<file path="src/rtl/game_pkg.sv">
// game_pkg: mode codes shared by the game-mode controller and the beep stage,
// plus the controller's state encoding and a counter-width helper.
package game_pkg;

  // Two-bit mode code seen by the beep stage and the rest of the datapath.
  typedef logic [1:0] game_mode_t;

  localparam game_mode_t MODE_IDLE  = 2'b00;
  localparam game_mode_t MODE_START = 2'b01;
  localparam game_mode_t MODE_PLAY  = 2'b10;
  localparam game_mode_t MODE_OVER  = 2'b11;

  // Controller states. The encoding is identical to the mode code, so the
  // registered state can drive gamemode directly with no extra flops.
  typedef enum logic [1:0] {
    ST_IDLE  = 2'b00,
    ST_START = 2'b01,
    ST_PLAY  = 2'b10,
    ST_OVER  = 2'b11
  } game_state_e;

  // Bits needed to hold the values 0 .. n-1, never less than one bit.
  function automatic int unsigned cnt_width(input int unsigned n);
    return (n > 1) ? $clog2(n) : 1;
  endfunction

endpackage

</file>
<file path="src/rtl/game_mode_ctrl_if.sv">
// game_mode_ctrl_if: button/collision inputs and mode outputs of the
// game-mode controller. The game side uses the master modport, the
// controller uses the slave modport.
interface game_mode_ctrl_if;
  import game_pkg::*;

  logic       btn_start;
  logic       hit;
  game_mode_t gamemode;
  logic       mode_changed;
  logic       paused;

  modport master (
    output btn_start,
    output hit,
    input  gamemode,
    input  mode_changed,
    input  paused
  );

  modport slave (
    input  btn_start,
    input  hit,
    output gamemode,
    output mode_changed,
    output paused
  );

endinterface

</file>
<file path="src/rtl/btn_debounce.sv">
// btn_debounce: 2-FF synchronizer, stability counter and rising-edge pulse
// for a raw asynchronous push button. press is a registered one-cycle pulse
// issued the cycle after the debounced level flips 0->1.
module btn_debounce #(
  parameter int unsigned DEBOUNCE_CYCLES = 1_000_000
) (
  input  logic clk,
  input  logic rst,
  input  logic btn_in,
  output logic press
);
  import game_pkg::*;

  localparam int unsigned         CW       = cnt_width(DEBOUNCE_CYCLES);
  localparam logic [CW-1:0]       CNT_LAST = CW'(DEBOUNCE_CYCLES - 1);

  logic          sync1_q, sync1_d;
  logic          sync2_q, sync2_d;
  logic          level_q, level_d;
  logic          level_dly_q, level_dly_d;
  logic          press_q, press_d;
  logic [CW-1:0] cnt_q, cnt_d;

  // Synchronize, count cycles of disagreement, flip the level after enough of them.
  always_comb begin
    sync1_d     = btn_in;
    sync2_d     = sync1_q;
    level_d     = level_q;
    cnt_d       = '0;
    level_dly_d = level_q;
    press_d     = level_q & ~level_dly_q;
    if (sync2_q != level_q) begin
      if (cnt_q == CNT_LAST) begin
        level_d = sync2_q;
        cnt_d   = '0;
      end else begin
        cnt_d = cnt_q + CW'(1);
      end
    end
  end

  // State register; the synchronous reset clears the whole button path.
  always_ff @(posedge clk) begin
    if (rst) begin
      sync1_q     <= 1'b0;
      sync2_q     <= 1'b0;
      level_q     <= 1'b0;
      level_dly_q <= 1'b0;
      press_q     <= 1'b0;
      cnt_q       <= '0;
    end else begin
      sync1_q     <= sync1_d;
      sync2_q     <= sync2_d;
      level_q     <= level_d;
      level_dly_q <= level_dly_d;
      press_q     <= press_d;
      cnt_q       <= cnt_d;
    end
  end

  assign press = press_q;

endmodule

</file>
<file path="src/rtl/game_mode_ctrl.sv">
// game_mode_ctrl: sequences IDLE -> START -> PLAY -> OVER -> IDLE and drives
// the 2-bit gamemode code. START and OVER are fixed-length windows timed by a
// single up-counter that is cleared on every state change.
// Optional feature macro: GAME_PAUSE_EN -- when defined, a press in PLAY
// toggles paused and hit is masked while paused; otherwise paused is 0.
module game_mode_ctrl
  import game_pkg::*;
#(
  parameter int unsigned DEBOUNCE_CYCLES = 1_000_000,
  parameter int unsigned START_CYCLES    = 200_000_000,
  parameter int unsigned OVER_CYCLES     = 300_000_000
) (
  input logic              clk,
  input logic              rst,
  game_mode_ctrl_if.slave  bus
);

  localparam int unsigned   TMAX       = (START_CYCLES > OVER_CYCLES) ? START_CYCLES : OVER_CYCLES;
  localparam int unsigned   TW         = cnt_width(TMAX);
  localparam logic [TW-1:0] START_LAST = TW'(START_CYCLES - 1);
  localparam logic [TW-1:0] OVER_LAST  = TW'(OVER_CYCLES - 1);

  logic          press;
  game_state_e   state_q, state_d;
  logic [TW-1:0] timer_q, timer_d;
  logic          mode_changed_q, mode_changed_d;
`ifdef GAME_PAUSE_EN
  logic          paused_q, paused_d;
`endif

  btn_debounce #(
    .DEBOUNCE_CYCLES (DEBOUNCE_CYCLES)
  ) u_btn_debounce (
    .clk    (clk),
    .rst    (rst),
    .btn_in (bus.btn_start),
    .press  (press)
  );

  // Next state, window timer and change pulse; hit wins over a same-cycle press.
  always_comb begin
    state_d = state_q;
    timer_d = timer_q + TW'(1);
`ifdef GAME_PAUSE_EN
    paused_d = paused_q;
`endif
    case (state_q)
      ST_IDLE: begin
        timer_d = '0;
        if (press) state_d = ST_START;
      end
      ST_START: begin
        if (timer_q == START_LAST) state_d = ST_PLAY;
      end
      ST_PLAY: begin
        timer_d = '0;
`ifdef GAME_PAUSE_EN
        if (bus.hit && !paused_q) begin
          state_d  = ST_OVER;
          paused_d = 1'b0;
        end else if (press) begin
          paused_d = ~paused_q;
        end
`else
        if (bus.hit) state_d = ST_OVER;
`endif
      end
      ST_OVER: begin
        if (timer_q == OVER_LAST) state_d = ST_IDLE;
      end
      default: state_d = ST_IDLE;
    endcase
    if (state_d != state_q) timer_d = '0;
    mode_changed_d = (state_d != state_q);
  end

  // Mode register; reset returns to IDLE without raising mode_changed.
  always_ff @(posedge clk) begin
    if (rst) begin
      state_q        <= ST_IDLE;
      timer_q        <= '0;
      mode_changed_q <= 1'b0;
`ifdef GAME_PAUSE_EN
      paused_q       <= 1'b0;
`endif
    end else begin
      state_q        <= state_d;
      timer_q        <= timer_d;
      mode_changed_q <= mode_changed_d;
`ifdef GAME_PAUSE_EN
      paused_q       <= paused_d;
`endif
    end
  end

  assign bus.gamemode     = game_mode_t'(state_q);
  assign bus.mode_changed = mode_changed_q;
`ifdef GAME_PAUSE_EN
  assign bus.paused       = paused_q;
`else
  assign bus.paused       = 1'b0;
`endif

endmodule

</file>
<file path="src/flat_wrapper.sv">
// flat-port wrapper written by rule: the top's interface ports become plain ports
module game_mode_ctrl_flat import game_pkg::*;
#(
  parameter int unsigned DEBOUNCE_CYCLES = 1_000_000,
  parameter int unsigned START_CYCLES    = 200_000_000,
  parameter int unsigned OVER_CYCLES     = 300_000_000
)
  (clk, rst, bus_btn_start, bus_hit, bus_gamemode, bus_mode_changed, bus_paused);
  game_mode_ctrl_if bus_i ();
  input logic clk;
  input logic rst;
  input wire logic [$bits(bus_i.btn_start)-1:0] bus_btn_start;
  input wire logic [$bits(bus_i.hit)-1:0] bus_hit;
  output wire logic [$bits(bus_i.gamemode)-1:0] bus_gamemode;
  output wire logic [$bits(bus_i.mode_changed)-1:0] bus_mode_changed;
  output wire logic [$bits(bus_i.paused)-1:0] bus_paused;
  assign bus_i.btn_start = bus_btn_start;
  assign bus_i.hit = bus_hit;
  assign bus_gamemode = bus_i.gamemode;
  assign bus_mode_changed = bus_i.mode_changed;
  assign bus_paused = bus_i.paused;
  game_mode_ctrl #(.DEBOUNCE_CYCLES(DEBOUNCE_CYCLES), .START_CYCLES(START_CYCLES), .OVER_CYCLES(OVER_CYCLES)) u_core (.clk(clk), .rst(rst), .bus(bus_i));
endmodule
</file>
<file path="config.mk">
export PLATFORM = sky130hd
export DESIGN_NAME = game_mode_ctrl_flat
export DESIGN_NICKNAME = d
export VERILOG_FILES = /design/src/rtl/game_pkg.sv /design/src/rtl/game_mode_ctrl_if.sv /design/src/rtl/btn_debounce.sv /design/src/rtl/game_mode_ctrl.sv /design/src/flat_wrapper.sv
export SDC_FILE = /design/constraint.sdc
export NUM_CORES = 1
export LEC_CHECK = 0
export ABC_AREA = 0
export ABC_CLOCK_PERIOD_IN_PS = 2100
export CAP_MARGIN = 40
export CORE_AREA = 8 8 75 77
export DETAILED_ROUTE_END_ITERATION = 10
export DIE_AREA = 0 0 83 85
export PLACE_DENSITY = 0.73
export REMOVE_ABC_BUFFERS = 1
export SYNTH_ARGS = -nofsm -noshare
export SYNTH_HDL_FRONTEND = slang
export SYNTH_SLANG_ARGS = --single-unit
</file>
<file path="constraint.sdc">
create_clock -name clk -period 2.1 [get_ports clk]
set_input_delay 0.21 -clock clk [delete_from_list [all_inputs] [get_ports clk]]
set_output_delay 0.21 -clock clk [all_outputs]
set_load 0.03 [all_outputs]
</file>
# [Yosys cells after proc, flatten, opt, wreduce, memory -nomap -nowiden]
# Index checks and enable logic that the tools add are counted.
[op_classes] n_addsub=2 n_eq_ne=8 mux=5 bitwise_logic=3 n_reduce_logical=4
[op_table] cell="adder 29 x 1 -> 29 bit, second input constant" n=1
[op_table] cell="equality test 29 x 28 -> 1 bit, second input constant" n=1
[op_table] cell="equality test 29 bit, second input constant" n=1
[op_table] cell="adder 20 x 1 -> 20 bit, second input constant" n=1
[op_table] cell="equality test 20 bit, second input constant" n=1
[op_table] cell="2-to-1 mux 2 bit" n=4
[op_table] cell="one-hot mux 2 bit (4 select lines)" n=1
[op_table] cell="equality test 2 bit, second input constant" n=2
[op_table] cell="OR reduction 4 bit" n=1
[op_table] cell="OR reduction 3 bit" n=1
[op_table] cell="equality test 2 x 1 -> 1 bit, second input constant" n=1
[op_table] cell="zero test 2 bit" n=1
[op_table] cell="!= test 2 bit" n=1
[op_table] cell="inverter 1 bit" n=2
[op_table] cell="AND reduction 2 bit" n=1
[op_table] cell="bitwise AND 1 bit" n=1
[op_table] cell="!= test 1 bit" n=1
[word_totals] register_bits=57 in_bits=4 out_inout_bits=4 word_cells=31

# [Logic depth before layout (Yosys ltp)]
[depth] ltp_word=5 mapped_depth=8 ltp_nobuf=6

# [By module]
# A second synthesis with hierarchy kept.
[hier_totals] cells_unflattened=286 area_unflattened_um2=2580.0
[modules_own_cells] module="game_mode_ctrl" n_inst=1 cells_per_inst=167 area_per_inst_um2=1505.2 seq_area_each_um2=640.6
[modules_own_cells] module="btn_debounce" n_inst=1 cells_per_inst=119 area_per_inst_um2=1074.8 seq_area_each_um2=500.5

# [Least setup slack after synthesis]
# No wires, ideal clock.
[synth_path] kind="flip-flop to flip-flop" from="register u_core.timer_q[8]" to="register u_core.timer_q[8]" setup_time_ps=115 arrival_ps=1848 required_time_ps=1985 path_slack_ps=138 stages_incl_launch_ff=8 n_path_buf=2 period_less_slack_ps=1962 path_cell_list="dfxtp_1 or4b_1 or4_1 o21ai_2 a211o_2 buf_6 buf_6 nor2_1"
[synth_between] elab_chain_cells=5 word_cells_on_any_way=8 cone_classes="add/sub (1); eq/ne (3); mux (3); reduce/logical (1)"
[synth_rtl] element="start, declared" line_no="game_mode_ctrl.sv:25" source="logic [TW-1:0] timer_q, timer_d;"
[synth_rtl] element="start signal, assigned" line_no="game_mode_ctrl.sv:88" source="timer_q <= timer_d;"
[synth_rtl] element="equality test 29 bit or equality test 29 x 28 -> 1 bit (tied branches)" line_no="game_mode_ctrl.sv:69, game_mode_ctrl.sv:53"
[synth_rtl] element="2-to-1 mux 2 bit (on tied branches)" line_no="game_mode_ctrl.sv:69, game_mode_ctrl.sv:53"
[synth_rtl] element="one-hot mux 2 bit (4 select lines)" line_no="game_mode_ctrl.sv:47" source="case (state_q)"
[synth_rtl] element="!= test 2 bit" line_no="game_mode_ctrl.sv:73" source="if (state_d != state_q) timer_d = '0;"
[synth_rtl] element="OR reduction 4 bit (no line)"
# Parallel ways exist; a longest one is shown, timed or not.
# A chain may end at the register's enable or synchronous reset.

# [Worst setup path after layout]
[layout_path] from="register u_core.timer_q[17]" to="register u_core.timer_q[22]"
# The elaborated chain is that of the path after synthesis.

==> results.cfg <==
[placement]
dpl.cell_count = 354
gp_congestion = 0.831
place_hpwl_um = 3340
dpl-instance-area_mm2 = 0.00274
port_buffers = 6

[die]
rows = 25
core_mm2 = 0.00454
fp.dieH_um = 85
die_x_um = 83
dieArea_mm2 = 0.00706
io_pins = 8
initial_core_util_pct = 56.1

[sta]
fin_tns_setup_ns = 0
maxSlewViolCount = 0
final.setup_skew_ns = 0.00770
grt_setup_unrepaired = false
min_period_ns = 1.99
max_freq_ghz = 0.503
hold_viol = 0
setup-violations-final = 0
finalCritPeriodShare_pct = 94.7

[logic_synthesis]
syn_avg_cell_area_um2 = 8.74
synth-seq-cells = 57
netlist_instances = 291
yosysUniqueCellTypes = 37
yosysSeqAreaShare_pct = 44.9
yosysWarnings = 0
synth_area_mm2 = 0.00254

[layout]
layout-drive-gt1-share_pct = 11.4
final_area_mm2 = 0.00298
final_common_cell = nor2_1
instances_no_fill = 370
antenna-diode-count = 0
area_delta_synth_final_pct = 17.2
final_cell_mix = nor2_1, dfxtp_1, xor2_1
post-route-util_pct = 65.7
num-nets-final = 317

[power]
ir_worst_vdd_mv = 0.500
power_density_mw_per_mm2 = 787
p_leak_nw = 0.981

[drt]
vias_per_cell = 5.35
postRouteAntennaNets = 0
wire_per_inst_um = 12.8
via_count = 1978
first_pass_iters = 4
wl_um = 4750
drtIter0Drc = 109
drc_errors = 0

[clocking]
clk_root_buffer_cell = clkbuf_8
path_clk_slew_ns = 0.07
clock_latency_ns = 0.33
clock_sinks = 57
cts_setup_buffers = 0
clockBufferDepth = 2
cts_max_level = 3
hold_buffers = 0
cts_buffers = 9
cts_tree = built
cts_resized = 0

[min_path]
min_from = u_core.u_btn_debounce.level_dly_q
hp-class = flip-flop to flip-flop

[critical_path]
critPathLaunchType = flip-flop
crit_start = u_core.timer_q[17]
cp_data_required_time_ns = 2.32
endpoint_kind = flip-flop
r2r_slack_ns = 0.11
crit_type = flip-flop to flip-flop
worst-path-max-fanout = 11
rr_startpoint = u_core.timer_q[17]
arrival_ns = 2.21

[outcome]
status = finished, final reports clean

[global_routing]
grt_util_all_layers_pct = 14.2
grt_max_degree = 21
grt_pass1_vias = 1887
grt_pass1_wl_um = 8300
grt_remaining_overflow = 0
antenna_found_initial = 0

[job]
maxCapViolCount = 0
[layer usage]
layer / track usage (%) / up-vias / part of all wire, %
li1: - / 1033 / -
met1: 16.0 / 902 / 46
met2: 23.0 / 35 / 48
met3: 5.27 / 8 / 4.0
met4: 7.03 / 0 / 1.6
met5: 0 / - / 0
[flip-flops by register name, summed over array words and instances (netlist names)]
| register | cells |
|---|---|
| u_core.u_btn_debounce.cnt_q | 20 |
| u_core.bus.mode_changed | 1 |
| u_core.u_btn_debounce.sync2_q | 1 |
| u_core.bus.gamemode | 2 |
| u_core.u_btn_debounce.level_dly_q | 1 |
| u_core.u_btn_debounce.press | 1 |
| u_core.u_btn_debounce.level_dly_d | 1 |
| u_core.timer_q | 29 |
| u_core.u_btn_debounce.sync1_q | 1 |
[synthesized netlist by cell type]
cell       instances  area (um^2)
nor2_1            58          218
dfxtp_1           57         1140
xor2_1            27          236
nand2_1           20         75.1
xnor2_1           19          166
nand3_1           18         90.1
nand4_1           15         93.8
and3_1             9         56.3
nor3_1             8         40.0
and4_1             6         52.6
inv_1              6         22.5
clkbuf_1           5         18.8
nor4_1             5         31.3
nor2b_1            4         25.0
and2_1             3         18.8
buf_2              3         15.0
nor4b_1            3         26.3
or2_2              3         18.8
buf_6              2         22.5
ha_1               2         25.0
o22ai_1            2         12.5
a211o_2            1         10.0
a211oi_1           1         7.51
a221oi_1           1         8.76
a41oi_1            1         8.76
and4b_1            1         10.0
buf_4              1         7.51
conb_1             1         3.75
mux2i_1            1         10.0
nand3b_1           1         7.51
nand4bb_1          1         11.3
nor3b_1            1         7.51
nor4_2             1         12.5
o21ai_2            1         8.76
or3_1              1         6.26
or4_1              1         7.51
or4b_1             1         10.0
[critical path, stage by stage (launching register included)]
cell and delay [ns]:
dfxtp_1 0.34, or4b_1 0.49, or4_1 0.51, o21ai_2 0.10, a211o_2 0.18, buf_4 0.18
nor2_1 0.06
[cell families (layout without fill, tap and decap cells)]
| kind of cell | Yosys count | after routing | synth area share [%] |
|---|---|---|---|
| DFF | 57 | 57 | 44.9 |
| and+or+nand+nor | 160 | 160 | 32.2 |
| adders and majority gates | 2 | 2 | 0.984 |
| other | 1 | 1 | 0.147 |
| AOI/OAI and AO/OA | 7 | 7 | 2.21 |
| xor gates and xnor gates | 46 | 46 | 15.8 |
| buffers and inverters | 17 | 42 | 3.39 |
| muxes | 1 | 1 | 0.394 |
[metrics by stage]
step / hold slack (ns) / setup slack [ns] / total power (W)
after global routing: 0.427 / 0.0207 / 0.00243
after detailed placement: 0.387 / 0.121 / 0.00113
final: 0.391 / 0.111 / 0.00234
after global placement: 0.374 / 0.157 / 0.00113
after CTS: 0.391 / 0.103 / 0.00236
after floorplan: 0.282 / 0.109 / 0.00112
[power breakdown]
part           internal (W)  switching (W)
Combinational     0.0000115      0.0000107
Sequential          0.00108     0.00000113
Clock              0.000787       0.000451
Total               0.00188       0.000463
[path summary, 6_finish.rpt]
kind,endpoint,depth (start not counted)
worst max-delay path,u_core.timer_q[22],6
worst min register to register,u_core.u_btn_debounce.press,1
worst min-delay path,u_core.u_btn_debounce.press,1
worst max register to register,u_core.timer_q[22],6
[layout make-up]
type / instances / area (um^2)
fill: 394 / 1560
timing repair buffer: 20 / 190
clock buffer: 9 / 124
tap: 54 / 67.6
multi-input combinational: 217 / 1320
inverter: 6 / 22.5
clock inverter: 7 / 119
sequential: 57 / 1140
No activity file was read; power rests on OpenSTA's default activity.
